===== config.mk =====
export PLATFORM = sky130hd
export DESIGN_NAME = elelock_ctrl_flat
export DESIGN_NICKNAME = d
export VERILOG_FILES = /design/src/rtl/elelock_ctrl_if.sv /design/src/rtl/elelock_ctrl.sv /design/src/flat_wrapper.sv
export SDC_FILE = /design/constraint.sdc
export NUM_CORES = 1
export LEC_CHECK = 0
export CORE_UTILIZATION = 30
export DETAILED_ROUTE_END_ITERATION = 6
export HOLD_SLACK_MARGIN = 0.1
export MAX_ROUTING_LAYER = met4
export PLACE_DENSITY = 0.49
export SLEW_MARGIN = 30
export SYNTH_ARGS = -nofsm -noshare
export SYNTH_HDL_FRONTEND = slang
export SYNTH_SLANG_ARGS = --single-unit

===== constraint.sdc =====
create_clock -name ck -period 5.7 [get_ports ck]
set_clock_uncertainty 0.1 [all_clocks]
set_input_delay 0.855 -clock ck [delete_from_list [all_inputs] [get_ports ck]]
set_output_delay 0.855 -clock ck [all_outputs]
set_load 0.005 [all_outputs]

===== src/rtl/elelock_ctrl_if.sv =====
// elelock_ctrl_if: scanner key/tick inputs and lock status outputs of elelock_ctrl
// master: keycode, keyenbl, tick out; lock, alarm, entbuf, digcnt, errcnt, state in
// slave: the reverse, used by elelock_ctrl
interface elelock_ctrl_if;
  logic [3:0] keycode;
  logic keyenbl, tick, lock, alarm;
  logic [15:0] entbuf;
  logic [2:0] digcnt, errcnt;
  logic [1:0] state;
  modport master(output keycode, keyenbl, tick, input lock, alarm, entbuf, digcnt, errcnt, state);
  modport slave(input keycode, keyenbl, tick, output lock, alarm, entbuf, digcnt, errcnt, state);
endinterface


===== src/rtl/elelock_ctrl.sv =====
// elelock_ctrl: 4-digit keypad lock with auto-relock, wrong-entry lockout and optional code change (ELELOCK_SETCODE_EN)
// ck/reset: clock, async active-high reset
// bus.keycode/keyenbl: scanner key and level strobe; bus.tick: timebase pulse
// bus.lock/alarm/entbuf/digcnt/errcnt/state: registered status outputs
module elelock_ctrl #(
  parameter logic [15:0] INIT_CODE = 16'h1234,
  parameter logic [7:0] OPEN_TICKS = 8'd10,
  parameter logic [2:0] MAX_ERR = 3'd3,
  parameter logic [7:0] LOCK_TICKS = 8'd30
) (
  input logic ck,
  input logic reset,
  elelock_ctrl_if.slave bus
);
  typedef enum logic [1:0] {LOCKED = 2'b00, OPEN = 2'b01, LOCKOUT = 2'b10, SET = 2'b11} st_t;
  st_t st, st_n;
  logic lock, lock_n, alarm, alarm_n, en_d;
  logic [15:0] entbuf, entbuf_n, code, sh;
  logic [2:0] digcnt, digcnt_n, errcnt, errcnt_n, dc;
  logic [7:0] timer, timer_n;
  logic kev, dig, clr, ent, otmo, ltmo;
  assign kev = bus.keyenbl & ~en_d;
  assign dig = kev & (bus.keycode <= 4'd9);
  assign clr = kev & (bus.keycode == 4'hc);
  assign ent = kev & (bus.keycode == 4'he);
  assign otmo = bus.tick & (timer == OPEN_TICKS - 8'd1);
  assign ltmo = bus.tick & (timer == LOCK_TICKS - 8'd1);
  assign sh = {entbuf[11:0], bus.keycode};
  assign dc = digcnt == 3'd4 ? digcnt : digcnt + 3'd1;
`ifdef ELELOCK_SETCODE_EN
  logic [15:0] code_n;
  always_ff @(posedge ck or posedge reset)
    if (reset) code <= INIT_CODE;
    else code <= code_n;
`else
  assign code = INIT_CODE;
`endif
  always_ff @(posedge ck or posedge reset)
    if (reset) begin
      st <= LOCKED;
      lock <= 1'b1;
      alarm <= 1'b0;
      entbuf <= '0;
      digcnt <= '0;
      errcnt <= '0;
      timer <= '0;
      en_d <= 1'b0;
    end else begin
      st <= st_n;
      lock <= lock_n;
      alarm <= alarm_n;
      entbuf <= entbuf_n;
      digcnt <= digcnt_n;
      errcnt <= errcnt_n;
      timer <= timer_n;
      en_d <= bus.keyenbl;
    end
  always_comb begin
    st_n = st;
    lock_n = lock;
    alarm_n = alarm;
    entbuf_n = entbuf;
    digcnt_n = digcnt;
    errcnt_n = errcnt;
    timer_n = timer;
`ifdef ELELOCK_SETCODE_EN
    code_n = code;
`endif
    case (st)
      LOCKED:
        if (dig) begin
          entbuf_n = sh;
          digcnt_n = dc;
        end else if (clr) begin
          entbuf_n = '0;
          digcnt_n = '0;
        end else if (ent) begin
          entbuf_n = '0;
          digcnt_n = '0;
          if (digcnt == 3'd4 && entbuf == code) begin
            st_n = OPEN;
            lock_n = 1'b0;
            errcnt_n = '0;
            timer_n = '0;
          end else begin
            errcnt_n = errcnt + 3'd1;
            if (errcnt + 3'd1 == MAX_ERR) begin
              st_n = LOCKOUT;
              alarm_n = 1'b1;
              timer_n = '0;
            end
          end
        end
      // a digit or CLEAR absorbs a coincident tick because it restarts the timer
      OPEN:
        if (ent || (otmo && !dig && !clr)) begin
          st_n = LOCKED;
          lock_n = 1'b1;
          timer_n = '0;
        end else if (dig || clr) begin
          timer_n = '0;
`ifdef ELELOCK_SETCODE_EN
          if (clr) begin
            st_n = SET;
            entbuf_n = '0;
            digcnt_n = '0;
          end
`endif
        end else if (bus.tick) timer_n = timer + 8'd1;
`ifdef ELELOCK_SETCODE_EN
      // the buffer is wiped on exit so the new code never sits ready for ENTER
      SET:
        if (ent || otmo) begin
          if (ent && digcnt == 3'd4) code_n = entbuf;
          st_n = LOCKED;
          lock_n = 1'b1;
          timer_n = '0;
          entbuf_n = '0;
          digcnt_n = '0;
        end else begin
          if (dig) begin
            entbuf_n = sh;
            digcnt_n = dc;
          end else if (clr) begin
            entbuf_n = '0;
            digcnt_n = '0;
          end
          if (bus.tick) timer_n = timer + 8'd1;
        end
`endif
      LOCKOUT:
        if (ltmo) begin
          st_n = LOCKED;
          alarm_n = 1'b0;
          errcnt_n = '0;
          entbuf_n = '0;
          digcnt_n = '0;
          timer_n = '0;
        end else if (bus.tick) timer_n = timer + 8'd1;
      default: begin
        st_n = LOCKED;
        lock_n = 1'b1;
        alarm_n = 1'b0;
        timer_n = '0;
      end
    endcase
  end
  assign bus.lock = lock;
  assign bus.alarm = alarm;
  assign bus.entbuf = entbuf;
  assign bus.digcnt = digcnt;
  assign bus.errcnt = errcnt;
  assign bus.state = st;
endmodule


===== src/flat_wrapper.sv =====
// flat-port wrapper written by rule: the top's interface ports become plain ports
module elelock_ctrl_flat 
#(
  parameter logic [15:0] INIT_CODE = 16'h1234,
  parameter logic [7:0] OPEN_TICKS = 8'd10,
  parameter logic [2:0] MAX_ERR = 3'd3,
  parameter logic [7:0] LOCK_TICKS = 8'd30
)
  (ck, reset, bus_keycode, bus_keyenbl, bus_tick, bus_lock, bus_alarm, bus_entbuf, bus_digcnt, bus_errcnt, bus_state);
  elelock_ctrl_if bus_i ();
  input logic ck;
  input logic reset;
  input wire logic [$bits(bus_i.keycode)-1:0] bus_keycode;
  input wire logic [$bits(bus_i.keyenbl)-1:0] bus_keyenbl;
  input wire logic [$bits(bus_i.tick)-1:0] bus_tick;
  output wire logic [$bits(bus_i.lock)-1:0] bus_lock;
  output wire logic [$bits(bus_i.alarm)-1:0] bus_alarm;
  output wire logic [$bits(bus_i.entbuf)-1:0] bus_entbuf;
  output wire logic [$bits(bus_i.digcnt)-1:0] bus_digcnt;
  output wire logic [$bits(bus_i.errcnt)-1:0] bus_errcnt;
  output wire logic [$bits(bus_i.state)-1:0] bus_state;
  assign bus_i.keycode = bus_keycode;
  assign bus_i.keyenbl = bus_keyenbl;
  assign bus_i.tick = bus_tick;
  assign bus_lock = bus_i.lock;
  assign bus_alarm = bus_i.alarm;
  assign bus_entbuf = bus_i.entbuf;
  assign bus_digcnt = bus_i.digcnt;
  assign bus_errcnt = bus_i.errcnt;
  assign bus_state = bus_i.state;
  elelock_ctrl #(.INIT_CODE(INIT_CODE), .OPEN_TICKS(OPEN_TICKS), .MAX_ERR(MAX_ERR), .LOCK_TICKS(LOCK_TICKS)) u_core (.ck(ck), .reset(reset), .bus(bus_i));
endmodule

# ---- Word level (Yosys, flattened, before mapping)
# Cells that the tools add are included.
dict set report word_totals {
  ff_bits 35
  input_bits 8
}
dict set report classes {
  addsub 3
  n_lt_le_gt_ge 1
  eq_ne 20
  mux 47
  n_bitwise 9
  reduce_logical 16
}
# op count
set op_table {}
lappend op_table {{$mux W8} 9}
lappend op_table {{$mux W16} 4}
lappend op_table {{$pmux W16 S2} 1}
lappend op_table {{$mux W3} 9}
lappend op_table {{$pmux W8 S3} 1}
lappend op_table {{$eq A16 B13 Y1 const B} 1}
lappend op_table {{$mux W2} 7}
lappend op_table {{$pmux W3 S2} 2}
lappend op_table {{$reduce_and A6 Y1} 2}
lappend op_table {{$mux W1} 11}
lappend op_table {{$ne A2 B1 Y1 const B} 5}
lappend op_table {{$add A8 B1 Y8 const B} 1}
lappend op_table {{$eq A4 B4 Y1 const B} 2}
lappend op_table {{$eq A8 B4 Y1 const B} 1}
lappend op_table {{$eq A8 B5 Y1 const B} 1}
lappend op_table {{$reduce_and A4 Y1} 2}
lappend op_table {{$reduce_and A7 Y1} 1}
lappend op_table {{$add A3 B1 Y3 const B} 2}
lappend op_table {{$and A1 B1 Y1} 6}
lappend op_table {{$ne A2 B2 Y1 const B} 3}
lappend op_table {{$pmux W1 S3} 2}
lappend op_table {{$pmux W2 S3} 1}
lappend op_table {{$reduce_and A5 Y1} 1}
lappend op_table {{$le A4 B4 Y1 const B} 1}
lappend op_table {{14 further kinds} 20}

# ---- Depth between registers and ports, before layout
# Gate-level depths: netlist (run 1).
dict set report logic_depth {
  ltp_word 9
  mapped_depth 8
  mapped_depth_nobuf 7
}

# ---- Worst setup path before layout (run 1)
# Ideal clock, no wire load.
dict set report synth_path {
  path_kind {input-to-reg}
  startpoint {input bus_keycode[2]}
  endpoint {register u_core.timer[1]}
  setup_ns 0.122
  t_arrival_ns 2.098
  setup_slack_ns 3.380
  path_stages 6
  path_buffers 1
  cell_sequence {mux2_1 a21oi_1 a2bb2oi_4 nor2b_2 buf_6 a32o_1}
}
dict set report synth_via {
  elab_chain_cells 8
  word_cells_on_any_way 19
  classes_between {1 x order compare; 5 x eq/ne; 3 x mux; 3 x bitwise; 7 x reduce/logical}
}
# element line_no
set synth_lines {}
lappend synth_lines {{start: declaration} flat_wrapper.sv:13} ;# input wire logic [$bits(bus_i.keycode)-1:0] bus_keycode;
lappend synth_lines {{$le A4 B4 Y1} elelock_ctrl.sv:23} ;# assign dig = kev & (bus.keycode <= 4'd9);
lappend synth_lines {{$and A1 B1 Y1} elelock_ctrl.sv:23}
lappend synth_lines {{$logic_not A1 Y1} elelock_ctrl.sv:96} ;# if (ent || (otmo && !dig && !clr)) begin
lappend synth_lines {{$logic_and A1 B1 Y1 (2 in series)} elelock_ctrl.sv:96}
lappend synth_lines {{$logic_or A1 B1 Y1} elelock_ctrl.sv:96}
lappend synth_lines {{$mux W8} elelock_ctrl.sv:96}
lappend synth_lines {{$pmux W8 S3} elelock_ctrl.sv:69} ;# case (st)
lappend synth_lines {{end signal: assignment} elelock_ctrl.sv:55} ;# timer <= timer_n;
lappend synth_lines {{end: declaration} elelock_ctrl.sv:20} ;# logic [7:0] timer, timer_n;
# Parallel ways exist; a longest one is shown, timed or not.
# A chain may end at the register's enable or synchronous reset.

# ---- Final worst setup path (run 1)
dict set report layout_path {
  startpoint {input bus_keyenbl}
  endpoint {register u_core.timer[1]}
}
dict set report layout_via {
  elab_chain_cells 8
  word_cells_on_any_way 17
  classes_between {3 x eq/ne; 3 x mux; 4 x bitwise; 7 x reduce/logical}
}
# element line_no
set layout_lines {}
lappend layout_lines {{start: declaration} flat_wrapper.sv:14} ;# input wire logic [$bits(bus_i.keyenbl)-1:0] bus_keyenbl;
lappend layout_lines {{$and A1 B1 Y1 *} elelock_ctrl.sv:22} ;# assign kev = bus.keyenbl & ~en_d;
lappend layout_lines {{$and A1 B1 Y1} elelock_ctrl.sv:23}
lappend layout_lines {{$logic_not A1 Y1} elelock_ctrl.sv:96}
lappend layout_lines {{$logic_and A1 B1 Y1 (2 in series)} elelock_ctrl.sv:96}
lappend layout_lines {{$logic_or A1 B1 Y1} elelock_ctrl.sv:96}
lappend layout_lines {{$mux W8} elelock_ctrl.sv:96}
lappend layout_lines {{$pmux W8 S3} elelock_ctrl.sv:69}
# Every way passes the cells marked *; elsewhere a longest branch is shown, timed or not.

==> qor.yml, run 1 <==
status:
  status: "complete, but fails checks"
  violations: "DRC"
worst_setup_path:
  start_kind: "input pin"
  crit_chain: "clkdlybuf4s50_1, nor2b_1, nand2_1, o311ai_2, nor2b_2, a32o_1"
  crit_slowest_cell: "o311ai_2"
  endpoint_kind: "flop"
  crit_required_ns: 5.83
  critical_path_class: "input pin to flop"
  cpPeakStageDelay_ns: 0.55
  r2r_start: "u_core.bus.entbuf[11]"
  timing.critical_path.from: "bus_keyenbl"
  path_max_fanout: 8
  worstPathArrival_ns: 3.02
final_layout:
  multi_input_area_um2: 1060
  nFillCells: 635
  most-common-layout-cells: "nand2_1 (48), dfrtp_1 (34), clkdlybuf4s50_1 (33)"
  final_common_cell: "nand2_1"
  regArea_um2: 877
  drive_gt1_share_pct: 7.00
  fin_nets: 273
  antenna_cells: 0
  area_delta_synth_final_pct: 24.6
cts:
  clk_latency_ns: 0.29
  post_cts_buffers: 0
  ctsResizeCount: 0
  clk_path_buf_depth: 2
  root_buffer: "clkbuf_8"
  cts_buffers: 5
  cts.sinks: 35
  cts_tree: "built"
  htree_levels: 2
  cts_hold_buf: 0
  clk_pin_slew_ns: 0.07
detailed_routing:
  drt_wl_total_um: 4890
  drc_errors: 7
  wire_per_inst_um: 14.6
  first_pass_iters: 6
  drtAntennaViolNets: 0
  first_iter_violations: 62
  vias: 1747
  avgViaCountPerCell: 5.23
placement:
  dpl.hpwl_um: 3580
  numPortBuffers: 33
  place.gp.congestion: 0.765
die:
  start_util_pct: 31.3
  die_area_um2: 7040
  die_x_um: 83.9
  rows: 29
  num_io_pins: 34
  core_um2: 6420
  die_h_um: 83.9
global_route:
  grt_start_max_net_pins: 36
  grt_use_total_pct: 15.0
  grt_pass1_vias: 1680
  grt-ovfl-total: 0
  antenna_found_initial: 0
  grt_pass1_wl_um: 8120
timing:
  finalHoldViolations: 0
  rsz0062_at_grt: "no"
  finalSetupViolCount: 0
  layout_min_cycle_time_ns: 2.89
  timing.final.crit_share_pct: 50.6
  slew_headroom_pct: 48.1
  fmax_mhz: 347
  final_max_slew_viol_count: 0
  tightest_slew_ns: 0.776
  final.setup.tns_ns: 0
synthesis:
  async_flop_share_pct: 100
  ys.warnings.count: 0
  syn_area_per_cell_um2: 9.06
  syn-num-nets: 239
  synth-seq-cells: 35
  yosys_most_used_dff: "dfrtp_1"
  ys_seq_area_share_pct: 43.6
  yosys.cell_types.count: 50
  netlist_instances: 222
  syn_area_um2: 2010
  synth_edf_count: 0
power:
  p_per_area_nw_per_um2: 202
  ir_worst_vdd_mv: 0.102
  p_leak_nw: 1.03
  power.total_mw: 0.506
min_path:
  hold_path_class: "flop to flop"
  min_from: "u_core.bus.lock"
run:
  max_cap_violations: 0
per-layer routing:
metal	vias up	global-route usage [%]	part of all wire, %
met4	0	5.96	1.6
met1	847	20.5	51
met5	-	-	0
met2	25	21.5	44
li1	865	-	-
met3	10	3.46	2.8
sequential cells by signal, summed over array words and instances, names as in the netlist:
name	count
u_core.timer	8
u_core.bus.alarm	1
u_core.en_d	1
u_core.bus.digcnt	3
u_core.bus.state	2
u_core.bus.errcnt	3
u_core.bus.entbuf	16
u_core.bus.lock	1
kinds of logic after synthesis:
family	share of synthesized area, %
AOI/OAI and AO/OA	20.6
xor gates and xnor gates	0.435
adders and majority gates	5.60
buffers and inverters	4.10
DFF	43.6
muxes	0.560
and+or+nand+nor	25.1
metrics by stage:
step | setup WS (ns) | instances | cell area (µm²) | hold slack [ns] | util [%]
floorplan | 3.38 | 222 | 2010 | 0.366 | -
global placement | 2.50 | 326 | 2420 | 0.375 | 37.6
CTS | 2.79 | 334 | 2510 | 0.393 | 39.0
finish | 2.81 | 334 | 2510 | 0.385 | 39.0
detailed placement | 2.50 | 326 | 2420 | 0.383 | 37.7
global route | 2.61 | 334 | 2510 | 0.442 | 39.0
synth_stat cells (2+ instances only):
master | number | area [µm²]
nand2_1 | 48 | 180
dfrtp_1 | 34 | 851
o21ai_1 | 16 | 80.1
o21ai_0 | 14 | 70.1
inv_1 | 12 | 45.0
ha_1 | 9 | 113
nor2_1 | 8 | 30.0
clkbuf_1 | 7 | 26.3
a22o_1 | 5 | 43.8
nor2b_1 | 5 | 31.3
nor4b_1 | 5 | 43.8
a21oi_1 | 4 | 20.0
nand3_1 | 4 | 20.0
nand2b_1 | 3 | 18.8
nor3_1 | 3 | 15.0
nor4_1 | 3 | 18.8
o22ai_1 | 3 | 18.8
a21o_1 | 2 | 15.0
and2_1 | 2 | 12.5
and4_1 | 2 | 17.5
nand4_1 | 2 | 12.5
nand4b_1 | 2 | 17.5
o211ai_1 | 2 | 15.0
cell type report:
| cell class | count | area share (%) |
|---|---|---|
| Tap cell | 77 | 3.84 |
| Clock buffer | 6 | 2.89 |
| Multi-Input combinational cell | 167 | 42.2 |
| Clock inverter | 2 | 0.499 |
| Sequential cell | 35 | 35.0 |
| Timing Repair Buffer | 35 | 13.8 |
| Inverter | 12 | 1.80 |
power breakdown:
group          internal [mW]  total (mW)  switching, mW
Combinational         0.0303      0.0624         0.0322
Clock                 0.0854       0.178         0.0925
Sequential             0.256       0.266        0.00924
Total                  0.372       0.506          0.134
critical path: cells and delay by family:
| family | cells | cell delay [ns] |
|---|---|---|
| and+or+nand+nor | 3 | 0.90 |
| AOI/OAI and AO/OA | 2 | 0.77 |
| buffers and inverters | 1 | 0.49 |
path summary, 6_finish.rpt:
kind,to,slack (ns),cells after the start
max in group asynchronous,u_core.bus.lock,4.28,3
min in group asynchronous,u_core.bus.entbuf[8],0.87,3
worst max-delay path,u_core.timer[1],2.81,6
worst min register to register,u_core.bus.lock,0.39,2
worst max register to register,u_core.timer[1],3.41,5
worst min-delay path,u_core.bus.lock,0.39,2
No activity file was read; power rests on OpenSTA's default activity.
==> inputs of run 2 (changes only) <==
clock period = 2.85 ns   (was 5.7 ns; I/O delays follow)
==> run 2 against run 1 <==
Effect of this change: the flow still finishes with violations (DRC); final area rose by 1.1%; sequential power rose by 100%; clock-buffer cell count rose by 1; critical endpoint unchanged; largest power group unchanged.
==> qor.yml, run 2 (synthesis gave the netlist of run 1 again) <==
final_layout:
  top_register: "u_core.bus.entbuf"  # unchanged
  fin_nets: 278  # was 273
  drive_gt1_share_pct: 8.40  # was 7.00%
  final_common_cell: "nand2_1"  # unchanged
  regArea_um2: 877  # unchanged
  area_delta_synth_final_pct: 26.0  # was 24.6%
  most-common-layout-cells: "nand2_1 (48), dfrtp_1 (34), clkdlybuf4s50_1 (33)"  # unchanged
  largest_reg_flops: 16  # unchanged
  multi_input_area_um2: 1050  # was 1060 µm²
  antenna_cells: 0  # unchanged
  nFillCells: 651  # was 635
  reg_top3: "u_core.bus.entbuf (16), u_core.timer (8)"  # unchanged
cts:
  ctsResizeCount: 0  # unchanged
  cts_buffers: 5  # unchanged
  root_buffer: "clkbuf_8"  # unchanged
  htree_levels: 2  # unchanged
  post_cts_buffers: 0  # unchanged
  clk_path_buf_depth: 2  # unchanged
  clk_latency_ns: 0.29  # about the same
  cts_tree: "built"  # unchanged
  clk_pin_slew_ns: 0.07  # about the same
  cts_hold_buf: 0  # unchanged
  cts.sinks: 35  # unchanged
timing:
  finalSetupViolCount: 0  # unchanged
  slew_headroom_pct: 62.5  # was 48.1%
  holdWs_ns: 0.383  # was 0.385 ns
  finalHoldViolations: 0  # unchanged
  final.setup.tns_ns: 0  # unchanged
  fmax_mhz: 411
  layout_min_cycle_time_ns: 2.43
  final_max_slew_viol_count: 0  # unchanged
  tightest_slew_ns: 0.558  # was 0.776 ns
  timing.final.crit_share_pct: 85.4
  rsz0062_at_grt: "no"  # unchanged
worst_setup_path:
  rrSetupSlack_ns: 0.54  # was 3.41 ns
  critical_path_class: "input pin to flop"  # unchanged
  endpoint_kind: "flop"  # unchanged
  worstPathArrival_ns: 2.56  # was 3.02 ns
  path_max_fanout: 8  # unchanged
  crit_required_ns: 2.98  # was 5.83 ns
  rr_worst_depth: 5  # unchanged
  start_kind: "input pin"  # unchanged
  r2r_start: "u_core.bus.entbuf[3]"  # was u_core.bus.entbuf[11]
  rr_endpoint: "u_core.timer[1]"  # unchanged
detailed_routing:
  top_layer: "met4"  # unchanged
  first_iter_violations: 127  # was 62
  route.met3.wl_um: 192  # was 136 µm
  drc_errors: 8  # was 7
  vias: 1691  # was 1747
  wire_per_inst_um: 14.6  # about the same
  wl_met2_um: 2130  # was 2160 µm
  drt-met1-wl_um: 2600  # was 2510 µm
  first_pass_iters: 7  # was 6
  avgViaCountPerCell: 4.99  # was 5.23
  drtAntennaViolNets: 0  # unchanged
  drt_wl_total_um: 4970  # was 4890 µm
status:
  violations: "DRC"  # unchanged
  status: "complete, but fails checks"  # unchanged
run:
  max_cap_violations: 0  # unchanged
die:
  num_io_pins: 34  # unchanged
  die_x_um: 83.9  # unchanged
  die_area_um2: 7040  # unchanged
  rows: 29  # unchanged
  start_util_pct: 31.3  # unchanged
  die_h_um: 83.9  # unchanged
  core_um2: 6420  # unchanged
global_route:
  grt_start_max_net_pins: 36  # unchanged
  antenna_found_initial: 0  # unchanged
  grt_pass1_wl_um: 8460  # was 8120 µm
  grt-ovfl-total: 0  # unchanged
  grt_pass1_vias: 1636  # was 1680
  grt_use_total_pct: 15.9  # was 15.0%
placement:
  place.gp.congestion: 0.830  # was 0.765
  numPortBuffers: 33  # unchanged
  dpl.hpwl_um: 3620  # was 3580 µm
min_path:
  min_from: "u_core.bus.lock"  # unchanged
  min_to: "u_core.bus.lock"  # unchanged
  hold_depth: 2  # unchanged
  hold_path_class: "flop to flop"  # unchanged
power:
  ir_worst_vdd_mv: 0.181  # was 0.102 mV
  p_leak_nw: 1.05  # was 1.03 nW
  p_per_area_nw_per_um2: 397  # was 202 nW/µm²
  power.total_mw: 1.01  # was 0.506 mW
==> run 2: area by class of cell <==
type                    instances  share of cell area [%]
repair buffers                 40                    15.1
multi-input cells             167                    41.5
well taps                      77                    3.80
clock buffers                   7                    3.01
flip-flops and latches         35                    34.6
clock inverters                 1                   0.197
inverters                      12                    1.78
==> run 2: per-stage QoR <==
step	cells	util, %	setup slack, ns	cell area [µm²]
finish	339	39.5	0.416	2530
CTS	339	39.5	0.439	2530
detailed placement	331	38.2	0.143	2450
global placement	331	38.2	0.118	2450
global route	339	39.5	0.352	2530
floorplan	222	-	0.748	2010
==> run 2: where the power goes <==
part	switching (mW)	internal [mW]
Combinational	0.0647	0.0637
Sequential	0.0179	0.513
Clock	0.176	0.171
==> run 2: worst max-delay path by stage <==
stage                               start         endpoint  slack, ns
after floorplan           u_core.timer[1]  u_core.timer[1]       0.75
after global placement     bus_keycode[2]  u_core.timer[1]       0.12
after detailed placement   bus_keycode[2]  u_core.timer[1]       0.14
after CTS                  bus_keycode[2]  u_core.timer[1]       0.44
after global routing       bus_keycode[2]  u_core.timer[1]       0.35
final                      bus_keycode[2]  u_core.timer[1]       0.42
==> run 2: per-layer routing <==
layer  GRT usage (%)  up-vias
met3            4.55        4
met4            4.23        0
li1                -      876
met5               -        -
met1            22.0      780
met2            22.7       31
==> run 2: worst max-delay path: stages <==
cell and delay, ns:
clkdlybuf4s50_1 0.57, and4b_1 0.26, nand2_1 0.10, o311ai_2 0.55, nor2b_2 0.45, a32o_1 0.21
==> inputs of run 3 (changes only) <==
PLACE_DENSITY = 0.48   (was 0.49)
==> run 3 against run 2 <==
Effect of this change: final area grew 1.0%; the flow now finishes without violations; largest cell class unchanged; die area did not move; first-iteration DRC count down 25%; sequential power barely moved; combinational power barely moved; critical endpoint unchanged; register-to-register slack better by 0.04 ns; clock power is 4% higher; largest power group unchanged; power grew 1.2%.
==> qor.yml, run 3 (synthesis gave the netlist of run 1 again) <==
worst_setup_path:
  worstPathArrival_ns: 2.43  # was 2.56 ns
  endpoint_kind: "flop"  # unchanged
  crit_required_ns: 2.93  # was 2.98 ns
  start_kind: "input pin"  # unchanged
  path_max_fanout: 8  # unchanged
  critical_path_class: "input pin to flop"  # unchanged
cts:
  post_cts_buffers: 0  # unchanged
  cts_buffers: 5  # unchanged
  clk_latency_ns: 0.29  # about the same
  clk_path_buf_depth: 2  # unchanged
  root_buffer: "clkbuf_8"  # unchanged
  htree_levels: 2  # unchanged
  cts_hold_buf: 0  # unchanged
  ctsResizeCount: 0  # unchanged
  cts.sinks: 35  # unchanged
  clk_pin_slew_ns: 0.07  # about the same
  cts_tree: "built"  # unchanged
power:
  p_per_area_nw_per_um2: 398  # was 397 nW/µm²
  ir_worst_vdd_mv: 0.178  # was 0.181 mV
  p_leak_nw: 1.07  # was 1.05 nW
final_layout:
  top_register: "u_core.bus.entbuf"  # unchanged
  most-common-layout-cells: "nand2_1 (48), dfrtp_1 (34), clkdlybuf4s50_1 (33)"  # unchanged
  antenna_cells: 0  # unchanged
  nFillCells: 639  # was 651
  final_area_um2: 2560  # was 2530 µm²
  largest_reg_flops: 16  # unchanged
  final_common_cell: "nand2_1"  # unchanged
  multi_input_area_um2: 1050  # unchanged
  regArea_um2: 877  # unchanged
  fin_nets: 281  # was 278
  area_delta_synth_final_pct: 27.3  # was 26.0%
  drive_gt1_share_pct: 9.81  # was 8.40%
  stdcell_count: 342  # was 339
  reg_top3: "u_core.bus.entbuf (16), u_core.timer (8)"  # unchanged
die:
  core_um2: 6420  # unchanged
  start_util_pct: 31.3  # unchanged
  num_io_pins: 34  # unchanged
  die_h_um: 83.9  # unchanged
  die_area_um2: 7040  # unchanged
  die_x_um: 83.9  # unchanged
  rows: 29  # unchanged
global_route:
  grt_pass1_wl_um: 8550  # was 8460 µm
  grt_start_max_net_pins: 36  # unchanged
  grt_pass1_vias: 1714  # was 1636
  antenna_found_initial: 0  # unchanged
  grt-ovfl-total: 0  # unchanged
  grt_use_total_pct: 16.0  # was 15.9%
timing:
  layout_min_cycle_time_ns: 2.35  # was 2.43 ns
  finalHoldViolations: 0  # unchanged
  final_max_slew_viol_count: 0  # unchanged
  slew_headroom_pct: 63.6  # was 62.5%
  final.setup.tns_ns: 0  # unchanged
  timing.final.crit_share_pct: 82.4  # was 85.4%
  finalSetupViolCount: 0  # unchanged
  tightest_slew_ns: 0.542  # was 0.558 ns
  rsz0062_at_grt: "no"  # unchanged
  holdWs_ns: 0.390  # was 0.383 ns
  fmax_mhz: 426  # was 411 MHz
placement:
  numPortBuffers: 33  # unchanged
  placed_area_um2: 2480  # was 2450 µm²
  placed_cells: 334  # was 331
  place.gp.congestion: 0.761  # was 0.830
  dpl.hpwl_um: 3610  # was 3620 µm
detailed_routing:
  wire_per_inst_um: 14.5  # was 14.6 µm
  vias: 1726  # was 1691
  drc_errors: 0  # was 8
  first_iter_violations: 95  # was 127
  drt_wl_total_um: 4960  # was 4970 µm
  first_pass_iters: 4  # was 7
  drtAntennaViolNets: 0  # unchanged
  avgViaCountPerCell: 5.05  # was 4.99
run:
  max_cap_violations: 0  # unchanged
min_path:
  hold_path_class: "flop to flop"  # unchanged
status:
  status: "completed"  # was complete, but fails checks
==> run 3: cell types whose count changed in the layout (fill, tap and decap cells not counted), sizes merged <==
cell / before / now
buf: 7 / 10
clkbuf: 7 / 6
clkinvlp: 0 / 1
==> run 3: critical path, stage by stage <==
cell             delay, ns
clkdlybuf4s50_1       0.58
mux2_1                0.34
a21oi_1               0.33
a2bb2oi_4             0.29
nor2b_2               0.07
buf_4                 0.15
a32o_1                0.24
==> run 3: where the power goes <==
part	switching [mW]	leakage, nW	internal, mW	total, mW
registers	0.0180	0.479	0.513	0.531
logic	0.0639	0.547	0.0636	0.127
clock network	0.191	0.0412	0.171	0.361
==> run 3: final timing paths <==
check	startpoint	end	slack, ns	depth (start not counted)
min in group asynchronous	reset	u_core.bus.entbuf[14]	0.44	3
setup reg to reg	u_core.timer[1]	u_core.timer[1]	0.58	8
setup / recovery	bus_keycode[2]	u_core.timer[1]	0.50	7
hold reg to reg	u_core.bus.lock	u_core.bus.lock	0.39	2
hold / removal	u_core.bus.lock	u_core.bus.lock	0.39	2
max in group asynchronous	reset	u_core.bus.lock	1.85	3
==> run 3: layout make-up <==
| type | instances | area share [%] |
|---|---|---|
| clock buffer | 6 | 2.83 |
| clock inverter | 2 | 0.489 |
| inverter | 12 | 1.76 |
| multi-input combinational | 167 | 41.1 |
| sequential | 35 | 34.2 |
| tap | 77 | 3.76 |
| timing repair buffer | 43 | 15.8 |
==> run 3: routing by layer <==
| metal | share of wire, % | up-vias | global-route usage, % |
|---|---|---|---|
| met5 | 0 | - | - |
| li1 | - | 876 | - |
| met1 | 51 | 823 | 21.6 |
| met3 | 2.8 | 5 | 3.66 |
| met2 | 45 | 22 | 23.2 |
| met4 | 1.1 | 0 | 5.96 |
==> run 3: metrics by stage <==
step | total power, mW | utilization [%] | setup WS (ns)
5_1_grt | 1.08 | 39.9 | 0.403
4_1_cts | 1.04 | 39.9 | 0.496
3_5_place_dp | 0.669 | 38.6 | 0.186
6_report | 1.02 | 39.9 | 0.501
2_1_floorplan | 0.599 | - | 0.748
3_3_place_gp | 0.669 | 38.6 | 0.219
